--- src/rtl/uart_pkg.sv ---
// Shared constants and types for the AHB-Lite transmit-only UART.
package uart_pkg;

    localparam logic [1:0] REG_TXDATA = 2'd0;
    localparam logic [1:0] REG_STATUS = 2'd1;
    localparam logic [1:0] REG_DIV    = 2'd2;

    localparam int unsigned STAT_FULL    = 0;
    localparam int unsigned STAT_EMPTY   = 1;
    localparam int unsigned STAT_ACTIVE  = 2;
    localparam int unsigned STAT_OVF     = 3;
    localparam int unsigned STAT_CNT_LSB = 4;

    localparam logic [1:0] HTRANS_IDLE   = 2'd0;
    localparam logic [1:0] HTRANS_BUSY   = 2'd1;
    localparam logic [1:0] HTRANS_NONSEQ = 2'd2;
    localparam logic [1:0] HTRANS_SEQ    = 2'd3;

    typedef enum logic [1:0] {TX_IDLE, TX_START, TX_DATA, TX_STOP} tx_state_e;

    localparam logic [15:0] MIN_DIV = 16'd2;

endpackage

--- src/rtl/sync_fifo.sv ---
// Single-clock FIFO with occupancy count; push is accepted when full only if a pop coincides.
module sync_fifo #(
    parameter int unsigned WIDTH = 8,
    parameter int unsigned DEPTH = 8
) (
    input  logic                     i_clk,
    input  logic                     i_rst,
    input  logic                     i_push,
    input  logic                     i_pop,
    input  logic [WIDTH-1:0]         i_din,
    output logic [WIDTH-1:0]         o_dout,
    output logic [$clog2(DEPTH):0]   o_count,
    output logic                     o_full,
    output logic                     o_empty
);
    localparam int unsigned AW = $clog2(DEPTH);
    localparam int unsigned CW = AW + 1;

    logic [WIDTH-1:0] r_mem [DEPTH];
    logic [AW-1:0]    r_wptr;
    logic [AW-1:0]    r_rptr;
    logic [CW-1:0]    r_count;
    logic             w_pop_ok;
    logic             w_push_ok;

    assign o_full    = (r_count == CW'(DEPTH));
    assign o_empty   = (r_count == '0);
    assign w_pop_ok  = i_pop & ~o_empty;
    assign w_push_ok = i_push & (~o_full | w_pop_ok);
    assign o_dout    = r_mem[r_rptr];
    assign o_count   = r_count;

    always_ff @(posedge i_clk) begin
        if (i_rst) begin
            r_wptr  <= '0;
            r_rptr  <= '0;
            r_count <= '0;
        end else begin
            if (w_push_ok) r_wptr <= r_wptr + AW'(1);
            if (w_pop_ok)  r_rptr <= r_rptr + AW'(1);
            r_count <= r_count + CW'(w_push_ok) - CW'(w_pop_ok);
        end
    end

    always_ff @(posedge i_clk) begin
        if (w_push_ok) r_mem[r_wptr] <= i_din;
    end

endmodule

--- src/rtl/ahb_uart_tx.sv ---
// Zero-wait-state AHB-Lite slave: byte FIFO feeding an 8N1 LSB-first serial transmitter.
module ahb_uart_tx
    import uart_pkg::*;
#(
    parameter int unsigned ADDR_WIDTH = 32,
    parameter int unsigned DATA_WIDTH = 32,
    parameter int unsigned FIFO_DEPTH = 8,
    parameter int unsigned DIVISOR    = 868
) (
    input  logic                  CLK,
    input  logic                  RST,
    input  logic [ADDR_WIDTH-1:0] haddr,
    input  logic [DATA_WIDTH-1:0] hwdata,
    output logic [DATA_WIDTH-1:0] hrdata,
    input  logic                  hwrite,
    input  logic                  hsel,
    input  logic                  hmastlock,
    input  logic [1:0]            htrans,
    input  logic [3:0]            hprot,
    input  logic [2:0]            hburst,
    input  logic [2:0]            hsize,
    output logic                  hresp,
    output logic                  hready,
    output logic                  tx,
    output logic                  tx_busy
);
    localparam int unsigned CW = $clog2(FIFO_DEPTH) + 1;

    logic            r_valid;
    logic            r_write;
    logic [1:0]      r_addr;
    logic            r_ovf;
    logic [15:0]     r_div;
    tx_state_e       r_state;
    logic [7:0]      r_shift;
    logic [2:0]      r_bitidx;
    logic [15:0]     r_baud;
    logic            r_tx;

    logic            w_wr;
    logic            w_push;
    logic            w_pop;
    logic            w_full;
    logic            w_empty;
    logic [7:0]      w_dout;
    logic [CW-1:0]   w_count;
    logic [31:0]     w_cnt_ext;
    logic [3:0]      w_cnt_sat;
    logic            w_bit_end;
    logic            w_unused;

    assign hresp     = 1'b0;
    assign hready    = 1'b1;
    assign tx        = r_tx;
    assign tx_busy   = ~w_empty | (r_state != TX_IDLE);
    assign w_wr      = r_valid & r_write;
    assign w_push    = w_wr & (r_addr == REG_TXDATA);
    assign w_bit_end = (r_baud == 16'd0);
    assign w_pop     = ~w_empty & ((r_state == TX_IDLE) | ((r_state == TX_STOP) & w_bit_end));
    assign w_cnt_ext = 32'(w_count);
    assign w_cnt_sat = (w_cnt_ext > 32'd15) ? 4'hF : w_cnt_ext[3:0];
    assign w_unused  = ^{hmastlock, hprot, hburst, hsize, haddr[ADDR_WIDTH-1:4], haddr[1:0],
                         hwdata[DATA_WIDTH-1:16], w_cnt_ext[31:4]};

    sync_fifo #(
        .WIDTH (8),
        .DEPTH (FIFO_DEPTH)
    ) u_fifo (
        .i_clk   (CLK),
        .i_rst   (RST),
        .i_push  (w_push),
        .i_pop   (w_pop),
        .i_din   (hwdata[7:0]),
        .o_dout  (w_dout),
        .o_count (w_count),
        .o_full  (w_full),
        .o_empty (w_empty)
    );

    always_ff @(posedge CLK) begin
        if (RST) begin
            r_valid <= 1'b0;
            r_write <= 1'b0;
            r_addr  <= 2'd0;
            r_ovf   <= 1'b0;
            r_div   <= 16'(DIVISOR);
        end else begin
            r_valid <= hsel & htrans[1] & hready;
            r_write <= hwrite;
            r_addr  <= haddr[3:2];
            if (w_push & w_full & ~w_pop) begin
                r_ovf <= 1'b1;
            end else if (w_wr & (r_addr == REG_STATUS) & hwdata[STAT_OVF]) begin
                r_ovf <= 1'b0;
            end
            if (w_wr & (r_addr == REG_DIV)) begin
                r_div <= (hwdata[15:0] < MIN_DIV) ? MIN_DIV : hwdata[15:0];
            end
        end
    end

    always_comb begin
        hrdata = '0;
        if (r_valid & ~r_write) begin
            case (r_addr)
                REG_STATUS: begin
                    hrdata[STAT_FULL]            = w_full;
                    hrdata[STAT_EMPTY]           = w_empty;
                    hrdata[STAT_ACTIVE]          = (r_state != TX_IDLE);
                    hrdata[STAT_OVF]             = r_ovf;
                    hrdata[STAT_CNT_LSB +: 4]    = w_cnt_sat;
                end
                REG_DIV: hrdata[15:0] = r_div;
                default: ;
            endcase
        end
    end

    // The baud counter reloads from the live divisor at every bit boundary.
    always_ff @(posedge CLK) begin
        if (RST) begin
            r_state  <= TX_IDLE;
            r_tx     <= 1'b1;
            r_shift  <= 8'd0;
            r_bitidx <= 3'd0;
            r_baud   <= 16'd0;
        end else begin
            if ((r_state != TX_IDLE) && !w_bit_end) r_baud <= r_baud - 16'd1;
            case (r_state)
                TX_IDLE: begin
                    if (w_pop) begin
                        r_shift <= w_dout;
                        r_tx    <= 1'b0;
                        r_baud  <= r_div - 16'd1;
                        r_state <= TX_START;
                    end
                end
                TX_START: begin
                    if (w_bit_end) begin
                        r_tx     <= r_shift[0];
                        r_shift  <= {1'b0, r_shift[7:1]};
                        r_bitidx <= 3'd0;
                        r_baud   <= r_div - 16'd1;
                        r_state  <= TX_DATA;
                    end
                end
                TX_DATA: begin
                    if (w_bit_end) begin
                        r_baud <= r_div - 16'd1;
                        if (r_bitidx == 3'd7) begin
                            r_tx    <= 1'b1;
                            r_state <= TX_STOP;
                        end else begin
                            r_tx     <= r_shift[0];
                            r_shift  <= {1'b0, r_shift[7:1]};
                            r_bitidx <= r_bitidx + 3'd1;
                        end
                    end
                end
                TX_STOP: begin
                    if (w_bit_end) begin
                        if (w_pop) begin
                            r_shift <= w_dout;
                            r_tx    <= 1'b0;
                            r_baud  <= r_div - 16'd1;
                            r_state <= TX_START;
                        end else begin
                            r_state <= TX_IDLE;
                        end
                    end
                end
                default: r_state <= TX_IDLE;
            endcase
        end
    end

endmodule

--- config.mk ---
export PLATFORM = sky130hd
export DESIGN_NAME = ahb_uart_tx
export DESIGN_NICKNAME = d
export VERILOG_FILES = /design/src/rtl/uart_pkg.sv /design/src/rtl/sync_fifo.sv /design/src/rtl/ahb_uart_tx.sv
export SDC_FILE = /design/constraint.sdc
export NUM_CORES = 1
export LEC_CHECK = 0
export BUFFER_PORTS_ARGS = -buffer_cell sky130_fd_sc_hd__buf_2
export CAP_MARGIN = 20
export CORE_MARGIN = 5
export CORE_UTILIZATION = 54
export DETAILED_ROUTE_END_ITERATION = 7
export PLACE_DENSITY_LB_ADDON = 0.2
export SYNTH_ARGS = -nofsm -noshare
export SYNTH_HDL_FRONTEND = slang
export SYNTH_SLANG_ARGS = --single-unit
--- constraint.sdc ---
create_clock -name CLK -period 3.01 [get_ports CLK]
set_input_delay 0.602 -clock CLK [delete_from_list [all_inputs] [get_ports CLK]]
set_output_delay 0.602 -clock CLK [all_outputs]
set_load 0.02 [all_outputs]
# Yosys cells after proc, flatten, opt, wreduce, memory -nomap -nowiden
# Memory sizes are Yosys's and may differ from the RTL's. A register that Yosys moved wholly into a read port is not among the register bits.
# Cells that the tools add are included.
# classes
add_sub_neg,7
magnitude_cmp,2
n_eq_ne,13
n_mux,39
n_bitwise,20
reduce_logical,14
# op_table
operator,n
$mux 16,6
$mux 8,6
$pmux 16 s3,1
$pmux 8 s4,1
$sub 16x1->16 const B,2
$logic_not 16->1,1
$lt 16x2->1 const B,1
$pmux 8 s2,1
$mux 3,5
$and 1x1->1,13
$mux 1,10
$mux 2,5
$ne 2x2->1 const B,5
$add 3x1->3 const B,3
$pmux 2 s4,1
$reduce_and 4->1,2
$eq 2x2->1 const B,3
$pmux 3 s2,1
$reduce_bool 2->1,3
$reduce_and 5->1,1
$add 4x1->4,1
$eq 2x1->1 const B,2
$eq 4x4->1 const B,1
$gt 4x4->1 const B,1
13 further kinds,19
# word_totals
reg_bits,61
mem_bits_rw,64
in_bits,81
output_inout_bits,36
elab_cells,109
memories,1
# mem_list
name,words,width,rd,rd_clocked_by_memory_dff,wr,line_no,rtl
u_fifo.r_mem,8,8,1,1,1,sync_fifo.sv:19,logic [WIDTH-1:0] r_mem [DEPTH];

# Logic depth before layout (Yosys ltp)
# Gate-level depths: netlist of the first run.
# depth
word_depth,9
mapped_depth,15
depth_no_buf,13

# Modules after synthesis
# From an unflattened synthesis of the first run, not the netlist that was laid out.
# hier_totals
cells_unflattened,685
hier_area_um2,6999.2
# modules_own_cells
mod,n_inst,cells_per_inst,area_per_inst_um2,seq_area_each_um2
ahb_uart_tx,1,499,3811.2,1021.0
sync_fifo,1,186,3188.1,2182.1

# Worst setup path after synthesis of the first run
# Ideal clock, no wire load.
# synth_path
kind,register -> register
start,register u_fifo.r_count[2] (netlist: u_fifo.o_count[2])
end,register u_fifo.r_count[2] (netlist: u_fifo.o_count[2])
setup_time_ns,0.128
t_arrival_ns,2.651
required_time_ns,2.882
path_slack_ns,0.232
path_stages_with_launch,16
path_buffers,2
synth_period_minus_slack_ns,2.778
cell_sequence,dfxtp_1 -> inv_1 -> ha_1 -> nor3b_2 -> and2b_1 -> a22oi_2 -> inv_1 -> buf_2 -> buf_2 -> ha_1 -> inv_1 -> ha_1 -> inv_1 -> fa_1 -> xor2_1 -> nor2_1
# synth_via
elab_chain_len,8
elab_cells_between_ends,10
classes_between,2 x add/sub; 1 x eq/ne; 6 x bitwise; 1 x reduce/logical
# synth_rtl
item,line_no,rtl
start: declaration,sync_fifo.sv:22,logic [CW-1:0] r_count;
start signal: assignment,sync_fifo.sv:41,r_count <= r_count + CW'(w_push_ok) - CW'(w_pop_ok);
$logic_not 4->1 (*),sync_fifo.sv:27,assign o_empty = (r_count == '0);
$not 1->1 (*),"sync_fifo.sv:28, ahb_uart_tx.sv:59",
$and 1x1->1,ahb_uart_tx.sv:59,assign w_pop = ~w_empty & ((r_state == TX_IDLE) | ((r_state == TX_STOP) & w_bit_end));
$and 1x1->1 (*),sync_fifo.sv:28,assign w_pop_ok = i_pop & ~o_empty;
net u_fifo.w_pop_ok,sync_fifo.sv:23,logic w_pop_ok;
$or 1x1->1,sync_fifo.sv:29,assign w_push_ok = i_push & (~o_full | w_pop_ok);
$and 1x1->1,sync_fifo.sv:29,
$add 4x1->4,sync_fifo.sv:41,
$sub 4x1->4 (*),sync_fifo.sv:41,
# Mark *: on every way through the listed nets, which the timed path passes. The rest lies on a longest branch.
# A chain may end at the register's enable or synchronous reset.

# Worst setup path in the final report of the first run
# layout_path
start,register r_baud[1]
end,register u_fifo.r_count[3] (netlist: u_fifo.o_count[3])
# layout_via
elab_chain_len,9
# layout_rtl
item,line_no,rtl
start: declaration,ahb_uart_tx.sv:37,logic [15:0] r_baud;
start signal: assignment,ahb_uart_tx.sv:128,if ((r_state != TX_IDLE) && !w_bit_end) r_baud <= r_baud - 16'd1;
start signal: assignment,ahb_uart_tx.sv:134,r_baud <= r_div - 16'd1;
start signal: assignment,ahb_uart_tx.sv:143,r_baud <= r_div - 16'd1;
$logic_not 16->1 (*),ahb_uart_tx.sv:58,assign w_bit_end = (r_baud == 16'd0);
$and 1x1->1 (*),ahb_uart_tx.sv:59,
$or 1x1->1 (*),ahb_uart_tx.sv:59,
$and 1x1->1 (*),ahb_uart_tx.sv:59,
$and 1x1->1 (*),sync_fifo.sv:28,
$or 1x1->1,sync_fifo.sv:29,
$and 1x1->1,sync_fifo.sv:29,
$add 4x1->4,sync_fifo.sv:41,
$sub 4x1->4 (*),sync_fifo.sv:41,
# Mark *: on every way between the ends. The rest lies on a longest branch, timed or not.

==> results.sh, run 1 <==
export IMPL_drv_cap=0
export IMPL_status="finished, final reports clean"
export IMPL_cts_resized_gates=0
export IMPL_critPathLaunchType="flop"
export IMPL_dp_cells=857
export IMPL_grt_max_degree=48
export IMPL_worstPathRequired_ns=3.31
export IMPL_final_util=0.632
export IMPL_nets=811
export IMPL_ys_types=71
export IMPL_highest_layer="met4"
export IMPL_synth_most_common_cell="nand2_1"
export IMPL_clkSinkCount=128
export IMPL_antenna_found_initial=0
export IMPL_vdd_drop_max_mv=0.482
export IMPL_grt_ovfl_total=0
export IMPL_fin_cells=889
export IMPL_antennaDiodeCount=0
export IMPL_cts_clk_slew_worst_paths_ns=0.06
export IMPL_drv_slew=0
export IMPL_cts_htree_levels=4
export IMPL_areaGrowthSynthToFinish_pct=14.2
export IMPL_core_area_um2=12100
export IMPL_synth_area_leaders="edfxtp_1, dfxtp_1, mux4_2"
export IMPL_routedWlPerCell_um=17.9
export IMPL_drt_iter0_markers=441
export IMPL_dpl_hpwl_um=11000
export IMPL_worst_pin_slew_ns=0.836
export IMPL_path_cells="inv_1, ha_1, nor4b_4, and4_1, a22oi_2, inv_1, ha_1, inv_1, ha_1, a21o_1, a21oi_1, xnor2_1, nor2_1"
export IMPL_clock_skew_ns=0.00605
export IMPL_fmax_mhz=365
export IMPL_ys_flop_type="edfxtp_1"
export IMPL_cpPeakStageDelay_ns=0.33
export IMPL_place_gp_congestion=0.865
export IMPL_crit_slowest_cell="dfxtp_1"
export IMPL_firstDrtPassIters=5
export IMPL_synthArstFlopShare=0
export IMPL_synth_top_cell_area_share=0.287
export IMPL_syn_area_um2=6700
export IMPL_wl_met2_um=7320
export IMPL_yosysSeqAreaShare=0.478
export IMPL_postCtsSetupBuffers=0
export IMPL_grt_pass1_vias=4893
export IMPL_grt_first_pass_wirelength_um=25600
export IMPL_root_buffer="clkbuf_16"
export IMPL_drtAntennaViolNets=0
export IMPL_syn_instance_count=660
export IMPL_viasPerCell=5.83
export IMPL_io_pins=117
export IMPL_hold_viol_final=0
export IMPL_tns_ns=0
export IMPL_rsz0062_at_grt="false"
export IMPL_synth_edf_count=64
export IMPL_row_count=40
export IMPL_grt_use_total=0.224
export IMPL_fillCellCount=964
export IMPL_clockBufferDepth=2
export IMPL_finalWirelength_um=15900
export IMPL_fin_crit_ns=2.74
export IMPL_yosysWarnings=0
export IMPL_setup_viol=0
export IMPL_synth_top_area_cell="edfxtp_1"
export IMPL_route_vias_total=5187
export IMPL_die_w_um=121
export IMPL_holdCritPathClass="in -> reg"
export IMPL_drt_met1_wl_um=7040
export IMPL_postSynthAreaPerCell_um2=10.2
export IMPL_cp_data_arrival_time_ns=3.04
export IMPL_start_util=0.553
export IMPL_clock_latency_ns=0.43
export IMPL_period_share=0.911
export IMPL_slew_headroom=0.437
export IMPL_crit_path_max_fanout=5
export IMPL_hold_buffers=0
export IMPL_crit_type="reg -> reg"
export IMPL_powerDensity_nw_per_um2=948
export IMPL_layout_drive_gt1_share=0.178
export IMPL_dieArea_um2=14700
export IMPL_drc=0
export IMPL_cts_tree="done"
export IMPL_met3_length_um=1330
export IMPL_p_leak_nw=2.92
export IMPL_worstSetupEndpointType="flop"
export IMPL_synth_seq_cells=128
export IMPL_numCtsBuffers=17
export IMPL_die_h_um=121
export IMPL_synthTopCellsByCount="nand2_1, nor2_1, dfxtp_1, edfxtp_1, a21oi_1"
export IMPL_port_buffers=40
## critical path: cells and delay by family (launching register included)
| family | cells | cell delay [ns] |
|---|---|---|
| XOR/XNOR | 1 | 0.14 |
| flip-flops | 1 | 0.33 |
| AO/OA/AOI/OAI | 3 | 0.43 |
| adder cells (fa/ha/maj) | 3 | 0.70 |
| buffers and inverters | 3 | 0.38 |
| AND/OR/NAND/NOR | 3 | 0.65 |
## cells in the final DEF, fill, tap and decap left out, types with 5 or more instances in the layout
cell and count:
a22oi_1 12, edfxtp_1 64, nand2b_1 5, inv_8 6, o21ai_0 26, ha_1 21
nor3_1 22, a31oi_1 5, nand3_1 10, dfxtp_1 64, o22ai_1 5, inv_1 25
nand2_1 72, a221oi_1 5, buf_4 28, nor2b_1 6, buf_2 40, clkbuf_16 17
or3_1 5, mux4_2 16, nor2_1 69, and2_1 8, o21a_1 5, mux2i_1 19
conb_1 18, xnor2_1 15, xor2_1 13, nor4_1 12, a21oi_1 33
## report_power, final
group	total (mW)	switching [mW]	internal [mW]
clock	1.96	0.863	1.09
sequential	2.25	0.220	2.03
combinational	3.04	1.78	1.25
total	7.25	2.86	4.38
## worst paths after layout
| path | cells past startpoint | from | slack [ns] | end |
|---|---|---|---|---|
| worst min-delay path | 2 | hwrite | 0.38 | r_write$_SDFF_PP0_ |
| worst max-delay path | 13 | r_baud[1]$_SDFF_PP0_ | 0.27 | u_fifo.o_count[3]$_SDFF_PP0_ |
| worst min register to register | 2 | r_shift[7]$_SDFFE_PP0P_ | 0.46 | r_shift[7]$_SDFFE_PP0P_ |
| worst max register to register | 13 | r_baud[1]$_SDFF_PP0_ | 0.27 | u_fifo.o_count[3]$_SDFF_PP0_ |
## cells by family (layout without fill, tap and decap cells)
group | count (synthesis) | after routing | share of synthesized area
xor gates and xnor gates | 28 | 28 | 0.0366
muxes | 36 | 36 | 0.0838
adders and majority gates | 22 | 22 | 0.0422
buffers and inverters | 80 | 125 | 0.0584
other | 2 | 18 | 0.00112
and+or+nand+nor | 238 | 238 | 0.176
AOI/OAI and AO/OA | 126 | 126 | 0.123
DFF | 128 | 128 | 0.478
## layer usage
metal	vias up	track usage
met4	0	0.0742
met1	2463	0.313
met5	-	0
li1	2461	-
met2	235	0.347
met3	28	0.0503
## flip-flops by register name (all words and copies together), names as in the netlist, named ones only
name            flops
r_addr              2
r_baud             16
r_bitidx            3
r_div              16
r_ovf               1
r_shift             8
r_state             2
r_valid             1
r_write             1
tx                  1
u_fifo.o_count      4
u_fifo.r_mem       64
u_fifo.r_rptr       3
u_fifo.r_wptr       3
## layout make-up
| class | instances | area (µm²) | share of cell area |
|---|---|---|---|
| tap | 168 | 210 | 0.0275 |
| inverter | 25 | 93.8 | 0.0123 |
| sequential | 128 | 3200 | 0.419 |
| multi-input combinational | 468 | 3170 | 0.414 |
| timing repair buffer | 68 | 410 | 0.0537 |
| clock inverter | 15 | 140 | 0.0183 |
| clock buffer | 17 | 425 | 0.0556 |
## metrics by stage
stage	total power [mW]	hold slack (ns)	area, µm²	setup slack [ns]
finish	7.25	0.385	7650	0.267
CTS	7.25	0.374	7650	0.273
global placement	5.17	0.447	7080	0.348
global route	7.71	0.384	7650	0.0878
detailed placement	5.27	0.454	7080	0.306
floorplan	4.53	0.432	6760	0.232
Power figures use the tool's default switching activity.
==> run 2, diff against run 1 <==
- PLACE_DENSITY: not set -> 0.87
- PLACE_DENSITY_LB_ADDON: 0.2 -> not set
==> run 2 against run 1 <==
Effect of this change: hold slack better by 0.011 ns; combinational power is 4% higher; sequential share of layout area is 0.25 points lower; power is 4.9% higher; non-clock buffer count is 4 lower; clock power is 12% higher; largest cell class unchanged; sequential power hardly changed; die area stayed put; worst setup slack worse by 0.16 ns.
==> results.sh, run 2 (synthesis gave the netlist of run 1 again) <==
export IMPL_dieArea_um2=14700
export IMPL_grt_pass1_vias=5549
export IMPL_nets=807
export IMPL_multi_input_area_um2=3170
export IMPL_r2r_end="u_fifo.r_mem[7][0]$_DFFE_PP_"
export IMPL_areaGrowthSynthToFinish_pct=14.8
export IMPL_cts_htree_levels=4
export IMPL_fin_cells=885
export IMPL_p_clk_frac=0.289
export IMPL_clock_latency_ns=0.42
export IMPL_slew_headroom=0.461
export IMPL_r2r_cells=10
export IMPL_die_h_um=121
export IMPL_crit_path_max_fanout=8
export IMPL_crit_type="reg -> reg"
export IMPL_drt_iter0_markers=699
export IMPL_status="finished, final reports clean"
export IMPL_r2r_start="r_baud[1]$_SDFF_PP0_"
export IMPL_layout_common_cells="nand2_1, nor2_1, dfxtp_1, edfxtp_1, buf_2"
export IMPL_viasPerCell=6.26
export IMPL_p_int_mw=4.70
export IMPL_p_seq_frac=0.297
export IMPL_io_pins=117
export IMPL_reg_largest_list="u_fifo.r_mem (64), r_baud (16), r_div (16)"
export IMPL_finalWirelength_um=17500
export IMPL_row_count=40
export IMPL_p_leak_nw=2.92
export IMPL_holdCritPathClass="in -> reg"
export IMPL_route_vias_total=5543
export IMPL_drc=0
export IMPL_antenna_found_initial=0
export IMPL_firstDrtPassIters=5
export IMPL_vdd_drop_max_mv=0.673
export IMPL_p_sw_frac=0.382
export IMPL_powerDensity_nw_per_um2=989
export IMPL_layout_drive_gt1_share=0.176
export IMPL_fillCellCount=868
export IMPL_die_w_um=121
export IMPL_min_to="r_addr[1]$_SDFF_PP0_"
export IMPL_grt_ovfl_total=0
export IMPL_clockBufferDepth=2
export IMPL_dpl_hpwl_um=11300
export IMPL_hold_buffers=0
export IMPL_power_switching_mw=2.90
export IMPL_grt_max_degree=35
export IMPL_power_frac_comb=0.414
export IMPL_period_share=0.966
export IMPL_drv_cap=0
export IMPL_largest_reg_flops=64
export IMPL_r2r_slack_ns=0.10
export IMPL_core_area_um2=12100
export IMPL_critPathLaunchType="flop"
export IMPL_drv_slew=0
export IMPL_fmax_mhz=344
export IMPL_grt_use_total=0.246
export IMPL_grt_first_pass_wirelength_um=28400
export IMPL_cts_clk_slew_worst_paths_ns=0.06
export IMPL_clkSinkCount=128
export IMPL_antennaDiodeCount=0
export IMPL_worstPathRequired_ns=3.06
export IMPL_numCtsBuffers=17
export IMPL_cp_data_arrival_time_ns=2.96
export IMPL_final_util=0.635
export IMPL_pre_cts_ws_ns=0.111
export IMPL_root_buffer="clkbuf_16"
export IMPL_worst_pin_slew_ns=0.808
export IMPL_port_buffers=40
export IMPL_layout_commonest_cell="nand2_1"
export IMPL_hold_viol_final=0
export IMPL_min_path_cells=2
export IMPL_register_area_um2=3200
export IMPL_drtAntennaViolNets=0
export IMPL_clock_skew_ns=0.0136
export IMPL_routedWlPerCell_um=19.8
export IMPL_holdCritStartpoint="haddr[3]"
export IMPL_dp_cells=853
export IMPL_fin_crit_ns=2.91
export IMPL_worstSetupEndpointType="flop"
export IMPL_largest_register="u_fifo.r_mem"
export IMPL_cts_tree="done"
export IMPL_final_setup_worst_slack_ns=0.103
export IMPL_place_gp_congestion=0.957
export IMPL_start_util=0.553
export IMPL_setup_viol=0
==> run 2: what timing repair did <==
action / in CTS / in global routing
buffers inserted: 0 / 0
resized for setup: 0 / 3
endpoints found under the setup margin: 0 / 24
hold endpoints to repair: 0 / 0
==> run 2: critical path: stages, from the launching register on <==
cell     delay, ns
dfxtp_1       0.33
inv_1         0.11
ha_1          0.16
nor4b_4       0.31
and4_1        0.29
a22oi_2       0.07
inv_1         0.25
o21ai_1       0.16
inv_1         0.20
nand2_1       0.19
nor2_2        0.46
==> run 2: how the worst max path moves through the flow <==
| stage | from | endpoint | slack, ns |
|---|---|---|---|
| after floorplan | u_fifo.o_count[2]$_SDFF_PP0_ | u_fifo.o_count[2]$_SDFF_PP0_ | 0.23 |
| after global placement | r_baud[0]$_SDFF_PP0_ | u_fifo.r_mem[7][4]$_DFFE_PP_ | 0.20 |
| after detailed placement | r_baud[1]$_SDFF_PP0_ | u_fifo.r_mem[5][5]$_DFFE_PP_ | 0.11 |
| after CTS | r_baud[1]$_SDFF_PP0_ | u_fifo.r_mem[5][7]$_DFFE_PP_ | 0.02 |
| after global routing | u_fifo.o_count[2]$_SDFF_PP0_ | u_fifo.o_count[3]$_SDFF_PP0_ | -0.001 |
| final | r_baud[1]$_SDFF_PP0_ | u_fifo.r_mem[7][0]$_DFFE_PP_ | 0.10 |
==> run 2: layer usage <==
layer	share of wire	track usage
met1	0.38	0.309
met2	0.48	0.402
met3	0.097	0.0448
met4	0.045	0.132
met5	0	0
==> run 2: stage by stage <==
stage | setup TNS, ns | area, µm² | total power [mW] | hold slack, ns
after floorplan | 0 | 6760 | 4.53 | 0.432
after global placement | 0 | 7050 | 5.10 | 0.447
after detailed placement | 0 | 7050 | 5.26 | 0.453
after CTS | 0 | 7690 | 7.52 | 0.392
after global routing | -0.00276 | 7690 | 8.00 | 0.409
final | 0 | 7690 | 7.61 | 0.395
==> run 2: cell type report <==
type / count / share of cell area
Inverter: 25 / 0.0122
Timing Repair Buffer: 64 / 0.0494
Clock buffer: 19 / 0.0563
Clock inverter: 13 / 0.0260
Tap cell: 168 / 0.0273
Multi-Input combinational cell: 468 / 0.412
Sequential cell: 128 / 0.416
==> run 2: power by group through the flow <==
| stage | Sequential, mW | Combinational [mW] | Clock (mW) |
|---|---|---|---|
| after floorplan | 2.22 | 2.32 | 0 |
| after detailed placement | 2.28 | 2.98 | 0 |
| after global placement | 2.27 | 2.83 | 0 |
| after global routing | 2.28 | 3.42 | 2.30 |
| after CTS | 2.25 | 3.07 | 2.21 |
| final | 2.26 | 3.15 | 2.20 |
==> run 3, diff against run 2 <==
- PLACE_DENSITY: 0.87 -> 0.79
- SYNTH_HIERARCHICAL: not set -> 1
==> run 3 against run 2 <==
Effect of this change: power grew 4.5%; sequential share of layout area shrank 2.3 points; critical endpoint is now u_fifo/r_mem[0][5]$_DFFE_PP_; utilization grew 0.78 points; fmax shrank 0.19%; global-route usage shrank 0.23 points; critical path depth grew 2; largest power group unchanged; first-iteration DRC count shrank 8.7%; final cell count grew 4.6%.
==> results.sh, run 3 <==
export IMPL_drtAntennaViolNets=0
export IMPL_synth_top_cell_area_share=0.275
export IMPL_row_count=41
export IMPL_powerDensity_nw_per_um2=975
export IMPL_holdCritStartpoint="hwrite"
export IMPL_path_cells="inv_1, ha_4, nor3b_2, nor2b_2, nand3_1, o32a_1, inv_2, buf_6, nor2b_4, nor2_1, nor4_2, buf_4"
export IMPL_cts_htree_levels=4
export IMPL_crit_family="simple AND/OR/NAND/NOR gates"
export IMPL_dieArea_um2=15300
export IMPL_port_buffers=40
export IMPL_synth_area_leaders="edfxtp_1, dfxtp_1, mux4_2"
export IMPL_firstDrtPassIters=8
export IMPL_setup_viol=0
export IMPL_worst_pin_slew_ns=0.777
export IMPL_fmax_mhz=343
export IMPL_synth_top_area_cell="edfxtp_1"
export IMPL_start_util=0.552
export IMPL_grt_ovfl_total=0
export IMPL_cp_num_buf_inv=4
export IMPL_r2r_start="u_fifo/o_count[3]$_SDFF_PP0_"
export IMPL_synth_seq_cells=128
export IMPL_clkSinkCount=128
export IMPL_core_area_um2=12700
export IMPL_p_int_mw=4.78
export IMPL_fillCellCount=961
export IMPL_areaGrowthSynthToFinish_pct=16.4
export IMPL_grt_use_total=0.244
export IMPL_grt_first_pass_wirelength_um=28400
export IMPL_pre_cts_ws_ns=-0.0122
export IMPL_layout_drive_gt1_share=0.231
export IMPL_place_gp_congestion=0.967
export IMPL_final_setup_worst_slack_ns=0.0974
export IMPL_worstSetupEndpointType="flop"
export IMPL_postSynthAreaPerCell_um2=10.2
export IMPL_yosysSeqAreaShare=0.458
export IMPL_p_clk_frac=0.262
export IMPL_antennaDiodeCount=0
export IMPL_synthTopCellsByCount="dfxtp_1, edfxtp_1, nand2_1, nor2_1, clkbuf_1"
export IMPL_finalWirelength_um=18100
export IMPL_worstPathRequired_ns=3.13
export IMPL_period_share=0.968
export IMPL_grt_pass1_vias=5405
export IMPL_crit_slowest_cell="o32a_1"
export IMPL_io_pins=117
export IMPL_root_buffer="clkbuf_16"
export IMPL_slew_headroom=0.482
export IMPL_holdCritPathClass="in -> reg"
export IMPL_numCtsBuffers=17
export IMPL_critPathLaunchType="flop"
export IMPL_report_power_total_mw=7.95
export IMPL_viasPerCell=6.14
export IMPL_power_switching_mw=3.16
export IMPL_setup_worst_path_start="u_fifo/o_count[3]$_SDFF_PP0_"
export IMPL_crit_type="reg -> reg"
export IMPL_drc=0
export IMPL_route_vias_total=5689
export IMPL_power_frac_comb=0.457
export IMPL_dpl_hpwl_um=12600
export IMPL_drt_iter0_markers=638
export IMPL_vdd_drop_max_mv=0.584
export IMPL_synth_edf_count=64
export IMPL_cpPeakStageDelay_ns=0.42
export IMPL_p_leak_nw=3.05
export IMPL_grt_max_degree=39
export IMPL_routedWlPerCell_um=19.5
export IMPL_yosysWarnings=6
export IMPL_largest_reg_flops=64
export IMPL_r2r_slack_ns=0.1
export IMPL_p_seq_frac=0.281
export IMPL_clock_latency_ns=0.42
export IMPL_layout_common_cells="edfxtp_1, nand2_1, dfxtp_1"
export IMPL_crit_path_max_fanout=22
export IMPL_register_area_um2=3200
export IMPL_hold_buffers=0
export IMPL_cp_data_arrival_time_ns=3.04
export IMPL_nets=843
export IMPL_die_h_um=124
export IMPL_syn_instance_count=685
export IMPL_p_sw_frac=0.398
export IMPL_synthArstFlopShare=0
export IMPL_layout_commonest_cell="edfxtp_1"
export IMPL_cts_tree="done"
export IMPL_reg_largest_list="u_fifo/r_mem (64), r_baud (16), r_div (16)"
export IMPL_drv_slew=0
export IMPL_ys_flop_type="edfxtp_1"
export IMPL_largest_register="u_fifo/r_mem"
export IMPL_ys_types=78
export IMPL_drv_cap=0
export IMPL_hold_worst_slack_ns=0.382
export IMPL_cts_clk_slew_worst_paths_ns=0.06
export IMPL_antenna_found_initial=0
export IMPL_syn_area_um2=7000
export IMPL_status="finished, final reports clean"
export IMPL_clockBufferDepth=2
export IMPL_multi_input_area_um2=3530
export IMPL_fin_crit_ns=2.91
export IMPL_die_w_um=124
export IMPL_hold_viol_final=0
export IMPL_clock_skew_ns=0.00921
[run 3: final cells by class]
type	count	area share
Clock buffer	17	0.0522
Clock inverter	15	0.0213
Inverter	22	0.0101
Multi-Input combinational cell	490	0.433
Sequential cell	128	0.393
Tap cell	172	0.0264
Timing Repair Buffer	82	0.0637
[run 3: worst paths after layout]
path         cells after the start                            to
min                              2            r_write$_SDFF_PP0_
min reg2reg                      2               tx$_SDFFE_PP1P_
max reg2reg                     12  u_fifo/r_mem[0][5]$_DFFE_PP_
max                             12  u_fifo/r_mem[0][5]$_DFFE_PP_
[run 3: routing by layer]
layer / global-route usage / part of all wire / vias up
met3: 0.0572 / 0.079 / 43
li1: - / - / 2624
met5: 0 / 0 / -
met1: 0.313 / 0.41 / 2744
met4: 0.0879 / 0.019 / 0
met2: 0.403 / 0.49 / 278
[run 3: logic make-up after synthesis]
kind of cell,Yosys count,synth area share
xor+xnor,20,0.0250
buf+inv,83,0.0583
other cells,2,0.00107
flops,128,0.458
fa+ha+maj,21,0.0386
simple gates,242,0.181
compound gates,138,0.134
mux,51,0.105
[run 3: worst reg2reg max path, stage by stage, from the launching register on]
cell and delay [ns]:
dfxtp_2 0.34, inv_1 0.07, ha_4 0.17, nor3b_2 0.19, nor2b_2 0.16, nand3_1 0.11
o32a_1 0.42, inv_2 0.09, buf_6 0.22, nor2b_4 0.21, nor2_1 0.12, nor4_2 0.26
buf_4 0.24
[run 3: power by group through the flow]
stage | clock [mW] | sequential [mW] | combinational (mW)
CTS | 2.10 | 2.22 | 3.48
floorplan | 0 | 2.18 | 2.52
detailed placement | 0 | 2.25 | 3.44
global route | 2.19 | 2.26 | 3.93
finish | 2.08 | 2.24 | 3.63
global placement | 0 | 2.24 | 3.34
[run 3: per-stage QoR]
| stage | cell area, µm² | std cells | utilization | TNS [ns] |
|---|---|---|---|---|
| 2_1_floorplan | 7100 | 701 | - | -1.08 |
| 3_3_place_gp | 7490 | 892 | 0.591 | -0.110 |
| 4_1_cts | 8090 | 924 | 0.638 | 0 |
| 6_report | 8150 | 926 | 0.643 | 0 |
| 5_1_grt | 8150 | 926 | 0.643 | -0.0246 |
| 3_5_place_dp | 7490 | 892 | 0.591 | -0.110 |
[run 3: timing repair]
action	in CTS	in global routing
cloned	0	0
hold endpoints to repair	0	0
pin swaps	0	4
setup buffers	0	2
gates resized for setup	1	12
endpoints found under the setup margin	39	67
